**src/rtl/mem_arbiter.sv**
```systemverilog
// mem_arbiter: shares one single-port memory between the CPU (port 0) and
// the debug/loader (port 1), in the CPU clock domain.
//
// Default arbitration in IDLE is fixed priority to port 0, with a wait counter
// that forces port 1 through after MAX_WAIT consecutive denied cycles.
// A granted access with lockx = 1 parks ownership on port x (OWNx) for bursts.
//
// Optional feature: define MEM_ARB_RR_EN for round-robin arbitration in IDLE.
// In that build MAX_WAIT is ignored and no wait counter is built.
//
// Ports:
//   clk, rst_n                 clock, asynchronous active-low reset
//   req/lock/we/addr/wdata 0,1 requester inputs (held stable until gnt)
//   gnt0, gnt1                 access accepted this cycle (combinational)
//   rvalid0/1, rdata0/1        read return, one cycle after the granted read
//   mem_we/mem_addr/mem_data   to the memory; all 0 when nothing is granted
//   mem_out                    registered read data from the memory
//   owner                      debug: 00 idle, 01 port 0 locked, 10 port 1 locked
module mem_arbiter #(
    parameter int ADDR_WIDTH = 6,
    parameter int DATA_WIDTH = 16,
    parameter int MAX_WAIT   = 4
) (
    input  logic                  clk,
    input  logic                  rst_n,
    input  logic                  req0,
    input  logic                  req1,
    input  logic                  lock0,
    input  logic                  lock1,
    input  logic                  we0,
    input  logic                  we1,
    input  logic [ADDR_WIDTH-1:0] addr0,
    input  logic [ADDR_WIDTH-1:0] addr1,
    input  logic [DATA_WIDTH-1:0] wdata0,
    input  logic [DATA_WIDTH-1:0] wdata1,
    output logic                  gnt0,
    output logic                  gnt1,
    output logic                  rvalid0,
    output logic                  rvalid1,
    output logic [DATA_WIDTH-1:0] rdata0,
    output logic [DATA_WIDTH-1:0] rdata1,
    output logic                  mem_we,
    output logic [ADDR_WIDTH-1:0] mem_addr,
    output logic [DATA_WIDTH-1:0] mem_data,
    input  logic [DATA_WIDTH-1:0] mem_out,
    output logic [1:0]            owner
);

    localparam logic [1:0] IDLE = 2'b00;
    localparam logic [1:0] OWN0 = 2'b01;
    localparam logic [1:0] OWN1 = 2'b10;

    logic [1:0] state_q, state_d;
    logic       win0, win1;

`ifdef MEM_ARB_RR_EN
    // last_q = 1 means port 1 won most recently; reset to 1 so port 0 wins
    // the first tie.
    logic last_q;

    always_comb begin
        win0 = 1'b0;
        win1 = 1'b0;
        case (state_q)
            IDLE: begin
                if (req0 && req1) begin
                    win0 = last_q;
                    win1 = !last_q;
                end else begin
                    win0 = req0;
                    win1 = req1;
                end
            end
            OWN0:    win0 = req0;
            OWN1:    win1 = req1;
            default: ;
        endcase
    end

    always_ff @(posedge clk or negedge rst_n) begin
        if (!rst_n)    last_q <= 1'b1;
        else if (win0) last_q <= 1'b0;
        else if (win1) last_q <= 1'b1;
    end
`else
    localparam logic [3:0] MAX_W = 4'(MAX_WAIT);

    logic [3:0] wait_q;
    logic       starve;

    assign starve = (wait_q == MAX_W);

    always_comb begin
        win0 = 1'b0;
        win1 = 1'b0;
        case (state_q)
            IDLE: begin
                if (req1 && starve) win1 = 1'b1;
                else if (req0)      win0 = 1'b1;
                else if (req1)      win1 = 1'b1;
            end
            OWN0:    win0 = req0;
            OWN1:    win1 = req1;
            default: ;
        endcase
    end

    // Counts denied port-1 cycles in any state (including OWN0); the force
    // only matters in IDLE, so it naturally applies once the lock drops.
    always_ff @(posedge clk or negedge rst_n) begin
        if (!rst_n)              wait_q <= '0;
        else if (!req1 || win1)  wait_q <= '0;
        else if (!starve)        wait_q <= wait_q + 4'd1;
    end
`endif

    assign gnt0  = win0;
    assign gnt1  = win1;
    assign owner = state_q;

    // Memory side muxed from the winner; zero when idle so the bus is quiet.
    always_comb begin
        mem_we   = 1'b0;
        mem_addr = '0;
        mem_data = '0;
        if (win0) begin
            mem_we   = we0;
            mem_addr = addr0;
            mem_data = wdata0;
        end else if (win1) begin
            mem_we   = we1;
            mem_addr = addr1;
            mem_data = wdata1;
        end
    end

    always_comb begin
        state_d = state_q;
        if (win0)      state_d = lock0 ? OWN0 : IDLE;
        else if (win1) state_d = lock1 ? OWN1 : IDLE;
        else begin
            case (state_q)
                OWN0:    if (!req0 && !lock0) state_d = IDLE;
                OWN1:    if (!req1 && !lock1) state_d = IDLE;
                IDLE:    state_d = IDLE;
                default: state_d = IDLE;
            endcase
        end
    end

    always_ff @(posedge clk or negedge rst_n) begin
        if (!rst_n) state_q <= IDLE;
        else        state_q <= state_d;
    end

    // Read-owner register: which port's read is returning this cycle.
    logic                  rv0_q, rv1_q;
    logic [DATA_WIDTH-1:0] rd0_q, rd1_q;

    always_ff @(posedge clk or negedge rst_n) begin
        if (!rst_n) begin
            rv0_q <= 1'b0;
            rv1_q <= 1'b0;
        end else begin
            rv0_q <= win0 && !we0;
            rv1_q <= win1 && !we1;
        end
    end

    // mem_out is valid during the return cycle; it is passed through then
    // and captured at the end of that cycle so rdata holds until the next
    // read by the same port.
    always_ff @(posedge clk or negedge rst_n) begin
        if (!rst_n) begin
            rd0_q <= '0;
            rd1_q <= '0;
        end else begin
            if (rv0_q) rd0_q <= mem_out;
            if (rv1_q) rd1_q <= mem_out;
        end
    end

    assign rvalid0 = rv0_q;
    assign rvalid1 = rv1_q;
    assign rdata0  = rv0_q ? mem_out : rd0_q;
    assign rdata1  = rv1_q ? mem_out : rd1_q;

endmodule

```
**config.mk**
```make
export PLATFORM = sky130hd
export DESIGN_NAME = mem_arbiter
export DESIGN_NICKNAME = d
export VERILOG_FILES = /design/src/rtl/mem_arbiter.sv
export SDC_FILE = /design/constraint.sdc
export NUM_CORES = 1
export LEC_CHECK = 0
export BUFFER_PORTS_ARGS = -buffer_cell sky130_fd_sc_hd__buf_2
export CORE_MARGIN = 1
export CORE_UTILIZATION = 25
export DETAILED_ROUTE_END_ITERATION = 16
export GPL_ROUTABILITY_DRIVEN = 0
export SYNTH_ARGS = -nofsm -noshare
export SYNTH_HDL_FRONTEND = slang
export SYNTH_SLANG_ARGS = --single-unit
```
**constraint.sdc**
```tcl
create_clock -name clk -period 3.1 [get_ports clk]
set_input_delay 0.31 -clock clk [delete_from_list [all_inputs] [get_ports clk]]
set_output_delay 0.31 -clock clk [all_outputs]
set_load 0.03 [all_outputs]
```
==> flow_summary.yaml, run 1 <==
status:
  status: "complete, no violations"
routing:
  drc: 0
  vias: 1607
  routed_wl_um: 4690
  drt_iter0_markers: 21
  wl_per_cell_um: 12.9
  ant_nets: 0
  vias_per_cell: 4.43
  firstDrtPassIters: 2
worst_setup_path:
  worstPathArrival_ns: 2.16
  path_class: "register to primary output"
  cp.required_ns: 2.79
  start_kind: "register"
  cp-end-kind: "primary output"
  cp_max_fo: 25
finish:
  fillers: 740
  stdcell_count: 363
  finalNetCount: 333
  fin_area_mm2: 0.00269
  diodes: 0
  layout-drive-gt1-share_pct: 64.8
  area_growth_pct: 45.2
clock_network:
  cts_root_buf: "clkbuf_8"
  tritoncts: "done"
  htree_levels: 2
  hold_buffers: 0
  cts_buffers: 5
  clock_latency_ns: 0.28
  clkTransAtPathRegs_ns: 0.07
  postCtsSetupRepairBufs: 0
  cts.repair.resized: 0
  cts_buffer_depth: 2
  cts_sinks: 40
power:
  powerDensity_mw_per_mm2: 636
  leakagePower_nw: 1.37
  p_total_mw: 1.71
  ir_worst_vdd_mv: 0.177
yosys:
  ys_seq_area_share_pct: 54.0
  ys.warnings.count: 0
  synth_nets: 206
  netlist_instances: 136
  syn_area_mm2: 0.00185
  synth_cell_type_count: 25
  synth.avg_cell_area_um2: 13.6
  synth_seq_cells: 40
timing:
  post-route-period-util_pct: 79.5
  skew_ns: 0.00318
  fin_crit_ns: 2.47
  hold_viol: 0
  worst_pin_slew_ns: 0.872
  fin_tns_setup_ns: 0
  rsz0062_at_grt: "no"
  drv_slew: 0
  slew-limit-headroom_pct: 41.8
  max_freq_ghz: 0.406
  setup_viol: 0
worst_hold_path:
  worst_hold_path_type: "primary input to async pin"
job:
  max_cap_viol_count: 0
global_route:
  antenna_found_initial: 0
  grt_pass1_wl_um: 7070
  grt_max_degree: 41
  grt_pass1_vias: 1567
  overflow: 0
  track_usage_pct: 11.8
placed_design:
  dp.cells: 355
  place_area_mm2: 0.00257
  dp_hpwl_um: 3620
  numPortBuffers: 128
die:
  dieWidth_um: 88.1
  start_util_pct: 25.7
  dieArea_mm2: 0.00777
  core_area_mm2: 0.00721
  io_pins: 129
  row_count: 31
  die_h_um: 88.1
final timing paths:
kind                                       startpoint                     to  slack, ns  cells past startpoint
worst max-delay path            wait_q[0]$_DFFE_PN0P_            mem_data[9]       0.63                      6
worst min-delay path                            rst_n     rd1_q[7]$_DFF_PN0_       0.14                      1
worst max register to register  wait_q[0]$_DFFE_PN0P_      rvalid1$_DFF_PN0_       1.43                      5
worst min register to register    rd1_q[15]$_DFF_PN0_    rd1_q[15]$_DFF_PN0_       0.50                      1
max in group asynchronous                       rst_n  wait_q[2]$_DFFE_PN0P_       2.40                      1
min in group clk                                  we0      rvalid0$_DFF_PN0_       0.19                      2
area by class of cell:
cell class	count	area (µm²)	share of cell area, %
Timing Repair Buffer	128	641	23.8
Clock inverter	1	30.0	1.12
Clock buffer	7	96.3	3.58
Tap cell	99	124	4.60
Inverter	4	15.0	0.558
Multi-Input combinational cell	84	786	29.2
Sequential cell	40	1000	37.2
Yosys cell counts:
cell type	instances	area, µm²
dfrtp_1	40	1000
mux2_2	32	360
a22o_1	23	201
o21ai_0	5	25.0
inv_1	4	15.0
buf_2	3	15.0
nand2b_1	3	18.8
nand3_1	3	15.0
a21oi_1	2	10.0
buf_6	2	22.5
clkbuf_1	2	7.51
ha_1	2	25.0
nor2b_1	2	12.5
o2111ai_1	2	17.5
a21oi_4	1	16.3
a311oi_1	1	8.76
and2b_1	1	7.51
buf_4	1	7.51
nand2_1	1	3.75
nand3b_4	1	20.0
nor2_1	1	3.75
nor3_1	1	5.00
o2111a_1	1	11.3
o21a_4	1	15.0
xor2_1	1	8.76
cells in the final DEF (no fill, tap or decap):
cell type,netlist,final
o21a_4,1,1
clkbuf_8,0,7
a21oi_1,2,2
nor2_1,1,1
nand3b_4,1,1
nor2b_1,2,2
buf_2,3,128
ha_1,2,2
a21oi_4,1,1
dfrtp_1,40,40
inv_1,4,4
a311oi_1,1,1
mux2_2,32,32
nand2b_1,3,3
o2111ai_1,2,2
nor3_1,1,1
nand3_1,3,3
o2111a_1,1,1
a22o_1,23,23
bufinv_16,0,1
xor2_1,1,1
o21ai_0,5,5
nand2_1,1,1
and2b_1,1,1
metal layers:
metal / track usage, % / routed length, µm / up-vias
met5: 0 / 0 / -
met4: 4.11 / 73 / 0
met3: 3.49 / 380 / 8
met2: 21.1 / 2280 / 96
met1: 13.4 / 1960 / 744
li1: - / - / 759
kinds of logic after synthesis:
| family | Yosys count | share of synthesized area (%) |
|---|---|---|
| AO/OA/AOI/OAI | 36 | 16.5 |
| XOR/XNOR | 1 | 0.472 |
| adder cells (fa/ha/maj) | 2 | 1.35 |
| buffers and inverters | 12 | 3.64 |
| flip-flops | 40 | 54.0 |
| multiplexers | 32 | 19.4 |
| AND/OR/NAND/NOR | 13 | 4.66 |
flip-flops by register name, indices dropped and copies added (netlist names):
name,count
rd1_q,16
rvalid0,1
owner,2
rvalid1,1
rd0_q,16
wait_q,4
power by group:
part	switching, mW	internal [mW]	total [mW]
Sequential	0.0334	0.614	0.647
Combinational	0.395	0.215	0.610
Clock	0.172	0.284	0.456
critical path, stage by stage (launching register included):
cell      delay [ns]
dfrtp_1         0.41
inv_1           0.10
ha_1            0.22
nand3b_4        0.15
a21oi_4         0.52
a22o_1          0.25
buf_2           0.21
metrics by stage:
| step | util [%] | hold WS [ns] | setup WS (ns) |
|---|---|---|---|
| 6_report | 37.3 | 0.140 | 0.635 |
| 4_1_cts | 37.3 | 0.172 | 0.604 |
| 5_1_grt | 37.3 | 0.180 | 0.461 |
| 2_1_floorplan | - | 0.0144 | 1.20 |
| 3_5_place_dp | 35.6 | 0.481 | 0.929 |
| 3_3_place_gp | 35.6 | 0.476 | 0.978 |
Power figures use the tool's default switching activity.
==> inputs of run 2 (changes only) <==
==> constraint.sdc (replaced) <==
create_clock -name clk -period 2.1 [get_ports clk]
set_input_delay 0.21 -clock clk [delete_from_list [all_inputs] [get_ports clk]]
set_output_delay 0.21 -clock clk [all_outputs]
set_load 0.03 [all_outputs]
==> run 2 against run 1 <==
Compared with the run above: flip-flop and latch count unchanged; combinational power increased by 56%; via count increased by 4.9%; routed wire length increased by 8.3%; highest routed layer unchanged; final area increased by 4.0%; critical endpoint is now mem_we.
==> flow_summary.yaml, run 2 (synthesized netlist as in run 1, its figures left out) <==
placed_design:
  dp_hpwl_um: 3650
  numPortBuffers: 128
timing:
  worst_pin_slew_ns: 0.862
  drv_slew: 0
  max_freq_ghz: 0.500
  rsz0062_at_grt: "no"
  skew_ns: 0.00774
  slew-limit-headroom_pct: 42.5
  setup_viol: 0
  hold_viol: 0
  fin_crit_ns: 2.00
  post-route-period-util_pct: 95.3
  whs_ns: 0.0382
  fin_tns_setup_ns: 0
global_route:
  track_usage_pct: 13.1
  grt_use_met3_pct: 3.30
  use_met2_pct: 25.1
  grtUsageMet1_pct: 13.8
  overflow: 0
  grt-busiest-layer: "met2"
  grt_max_degree: 41
  grt_pass1_wl_um: 7720
  grt_pass1_vias: 1692
  antenna_found_initial: 0
worst_setup_path:
  cp-end-kind: "primary output"
  cp_max_fo: 7
  start_kind: "register"
  ff2ff_path_depth: 6
  cp.required_ns: 1.89
  timing.rr.end: "rvalid1$_DFF_PN0_"
  rrSetupSlack_ns: 0.73
  crit_path_end: "mem_we"
  path_class: "register to primary output"
  worstPathArrival_ns: 1.79
  worstReg2RegStart: "wait_q[0]$_DFFE_PN0P_"
  startpoint: "wait_q[0]$_DFFE_PN0P_"
finish:
  finalNetCount: 341
  seqCellArea_mm2: 0.00100
  reg.largest.list: "rd0_q (16), rd1_q (16), wait_q (4)"
  fillers: 750
  mostFrequentLayoutCell: "buf_2"
  multi_input_area_um2: 858
  diodes: 0
  layout_common_cells: "buf_2 (120), dfrtp_1 (40), mux2_2 (32)"
  layout-drive-gt1-share_pct: 67.5
  area_growth_pct: 51.1
  utilization_pct: 38.8
routing:
  drc: 0
  vias: 1685
  ant_nets: 0
  routed_wl_um: 5080
  wl_per_cell_um: 13.7
  drt_iter0_markers: 21
  firstDrtPassIters: 4
  vias_per_cell: 4.55
power:
  p_sw_share_pct: 36.5
  p_sw_mw: 0.887
  leakagePower_nw: 1.39
  p_int_mw: 1.55
  seqPwrFrac_pct: 38.9
  p_clk_share_pct: 21.9
  p_comb_share_pct: 39.2
  ir_worst_vdd_mv: 0.279
  powerDensity_mw_per_mm2: 868
clock_network:
  clkTransAtPathRegs_ns: 0.07
  htree_levels: 2
  cts_sinks: 40
  tritoncts: "done"
  cts_root_buf: "clkbuf_8"
  clock_latency_ns: 0.29
  cts_buffers: 5
  cts_buffer_depth: 2
  hold_buffers: 0
die:
  dieWidth_um: 88.1
  die_h_um: 88.1
  core_area_mm2: 0.00721
  start_util_pct: 25.7
  dieArea_mm2: 0.00777
  row_count: 31
  io_pins: 129
worst_hold_path:
  worst_hold_path_type: "primary input to async pin"
status:
  status: "complete, no violations"
job:
  max_cap_viol_count: 0
run 2: timing repair:
| item | in CTS | in global routing |
|---|---|---|
| pin swaps | 2 | 0 |
| cloned | 4 | 0 |
| setup buffers | 0 | 1 |
| hold endpoints to repair | 0 | 0 |
| gates resized for setup | 10 | 11 |
| endpoints found under the setup margin | 23 | 23 |
run 2: power groups by stage:
stage / logic, mW / registers (mW) / clock network [mW]
global placement: 0.920 / 0.955 / 0
finish: 0.954 / 0.946 / 0.534
detailed placement: 0.925 / 0.962 / 0
CTS: 0.956 / 0.947 / 0.559
global route: 1.03 / 0.961 / 0.593
floorplan: 0.644 / 0.958 / 0
run 2: metal layers:
layer,wire length (µm),vias to the layer above
li1,-,783
met1,1980,801
met2,2660,96
met3,391,5
met4,52,0
met5,0,-
run 2: worst min-delay path by stage:
stage               slack [ns]                   end  cells past startpoint   from
finish                    0.04    rd0_q[7]$_DFF_PN0_                      1  rst_n
global route              0.07     rvalid1$_DFF_PN0_                      2    we1
CTS                       0.07    rd0_q[7]$_DFF_PN0_                      1  rst_n
detailed placement        0.38     rvalid1$_DFF_PN0_                      2    we1
global placement          0.38    rd1_q[7]$_DFF_PN0_                      1  rst_n
floorplan                -0.09  owner[0]$_DFFE_PN0P_                      0  rst_n
run 2: area by class of cell:
cell class | instances | share of cell area (%)
Sequential cell | 40 | 35.7
Inverter | 4 | 0.536
Multi-Input combinational cell | 88 | 30.6
Tap cell | 99 | 4.42
Clock buffer | 7 | 3.44
Timing Repair Buffer | 132 | 25.2
run 2: metrics by stage:
stage	instance area (µm²)	cells	worst slack, ns	power (mW)
after detailed placement	2590	358	0.228	1.89
final	2800	370	0.0993	2.43
after global routing	2800	370	0.00192	2.58
after floorplan	1850	136	0.304	1.60
after CTS	2770	369	0.0172	2.46
after global placement	2590	358	0.265	1.87
run 2: critical path, cell delays in order (launching register included):
cell and delay, ns:
dfrtp_1 0.41, inv_2 0.10, ha_4 0.17, nand3b_4 0.14
o21a_4 0.27, a22o_1 0.25, buf_4 0.17
==> inputs of run 3 (changes only) <==
--- a/config.mk
+++ b/config.mk
@@ -6,7 +6,8 @@
 export NUM_CORES = 1
 export LEC_CHECK = 0
 export BUFFER_PORTS_ARGS = -buffer_cell sky130_fd_sc_hd__buf_2
-export CORE_MARGIN = 1
+export CORE_ASPECT_RATIO = 1.4
+export CORE_MARGIN = 2
 export CORE_UTILIZATION = 25
 export DETAILED_ROUTE_END_ITERATION = 16
 export GPL_ROUTABILITY_DRIVEN = 0
==> run 3 against run 2 <==
Compared with the run above: setup slack got worse by 0.024 ns; via count down 0.77%; sequential share of layout area is 0.58 points lower; largest power group unchanged; total power increased by 6.3%; cell count up 0.27%; flip-flop and latch count stayed put; critical endpoint is now mem_data[1]; first-iteration DRC count is 29% lower; global-route usage is 0.42 points higher; non-clock buffer count up 2; clock power increased by 27%; critical path depth unchanged; worst hold slack improved by 0.011 ns.
==> flow_summary.yaml, run 3 (synthesized netlist as in run 1, its figures left out) <==
job:
  max_cap_viol_count: 0
status:
  status: "complete, no violations"
routing:
  vias: 1672
  wl_per_cell_um: 14.7
  ant_nets: 0
  drc: 0
  firstDrtPassIters: 4
  vias_per_cell: 4.51
  drt_iter0_markers: 15
  routed_wl_um: 5450
placed_design:
  dp_hpwl_um: 3970
  dp.cells: 358
  dp_slack_ns: 0.235
  numPortBuffers: 128
clock_network:
  clock_latency_ns: 0.29
  cts_buffers: 5
  tritoncts: "done"
  htree_levels: 2
  cts_root_buf: "clkbuf_8"
  cts_sinks: 40
  cts_buffer_depth: 2
  clkTransAtPathRegs_ns: 0.08
global_route:
  antenna_found_initial: 1
  grt_use_met3_pct: 3.48
  use_met2_pct: 24.1
  grt_pass1_wl_um: 8390
  track_usage_pct: 13.5
  grtUsageMet1_pct: 15.6
  grt_max_degree: 41
  grt_pass1_vias: 1737
  grt-busiest-layer: "met2"
  overflow: 0
power:
  p_total_mw: 2.59
  powerDensity_mw_per_mm2: 908
  ir_worst_vdd_mv: 0.411
  leakagePower_nw: 1.42
timing:
  skew_ns: 0.00855
  rsz0062_at_grt: "yes"
  slew-limit-headroom_pct: 39.4
  hold_viol: 0
  post-route-period-util_pct: 96.4
  worst_pin_slew_ns: 0.910
  fin_crit_ns: 2.02
  max_freq_ghz: 0.494
  setup_viol: 0
  drv_slew: 0
  layout_setup_ws_ns: 0.0754
worst_setup_path:
  cp.required_ns: 1.89
  start_kind: "register"
  path_class: "register to primary output"
  cp_max_fo: 12
  worstPathArrival_ns: 1.81
  crit_slowest_cell: "dfrtp_1"
  worstPathCellList: "inv_2 > ha_4 > nand3b_4 > o21a_4 > a22o_1 > clkbuf_4"
  cp-end-kind: "primary output"
  cp_slowest_stage_delay_ns: 0.43
worst_hold_path:
  worst_hold_path_type: "primary input to async pin"
finish:
  fillers: 731
  mostFrequentLayoutCell: "buf_2"
  multi_input_area_um2: 837
  layout_common_cells: "buf_2 (111), dfrtp_1 (40), mux2_2 (32)"
  finalNetCount: 342
  reg.largest.list: "rd0_q (16), rd1_q (16), wait_q (4)"
  stdcell_count: 371
  layout-drive-gt1-share_pct: 67.8
  seqCellArea_mm2: 0.00100
  area_growth_pct: 53.6
die:
  dieWidth_um: 76.8
  dieArea_mm2: 0.00813
  start_util_pct: 25.5
  core_area_mm2: 0.00727
  row_count: 37
  die_h_um: 106
  io_pins: 129
-- run 3: layer usage --
metal | wire length [µm] | vias to the layer above
li1 | - | 782
met1 | 2210 | 766
met2 | 2690 | 117
met3 | 454 | 7
met4 | 92 | 0
met5 | 0 | -
-- run 3: area by class of cell --
type,count,area share [%]
Inverter,4,0.527
Tap cell,97,4.26
Clock buffer,7,3.38
Antenna cell,1,0.0879
Timing Repair Buffer,134,26.1
Sequential cell,40,35.1
Clock inverter,1,1.05
Multi-Input combinational cell,87,29.4
-- run 3: power breakdown --
group,internal (mW),total (mW),switching [mW]
Combinational,0.352,0.961,0.610
Sequential,0.906,0.946,0.0393
Clock,0.419,0.679,0.260
Total,1.68,2.59,0.909
-- run 3: critical path, delay by kind of cell (launching register included) --
kind            cells  cell delay (ns)
compound gates      2             0.52
fa+ha+maj           1             0.16
buf+inv             2             0.28
flops               1             0.43
simple gates        1             0.13
-- run 3: final timing paths --
path	from	end	slack (ns)	cells past startpoint
min in group clk	we0	rvalid0$_DFF_PN0_	0.09	2
max in group asynchronous	rst_n	rd0_q[0]$_DFF_PN0_	1.48	1
min reg2reg	rd1_q[13]$_DFF_PN0_	rd1_q[13]$_DFF_PN0_	0.49	1
min	rst_n	rd1_q[14]$_DFF_PN0_	0.05	1
max	wait_q[0]$_DFFE_PN0P_	mem_data[1]	0.08	6
max reg2reg	wait_q[0]$_DFFE_PN0P_	rvalid1$_DFF_PN0_	0.73	6
-- run 3: timing repair --
item                       4_1_cts  5_1_grt
gates cloned                     3        0
hold buffers                     0        0
setup endpoints to repair       23       23
resized for setup                7       28
buffers inserted                 1        0
pin swaps                        1        0
-- run 3: per-stage QoR --
step | TNS [ns] | cell area [µm²] | utilization, % | hold slack, ns
2_1_floorplan | 0 | 1850 | - | -0.0856
3_3_place_gp | 0 | 2600 | 35.8 | 0.380
3_5_place_dp | 0 | 2600 | 35.8 | 0.396
4_1_cts | 0 | 2790 | 38.4 | 0.0721
5_1_grt | -0.0251 | 2850 | 39.1 | 0.0752
6_report | 0 | 2850 | 39.2 | 0.0494
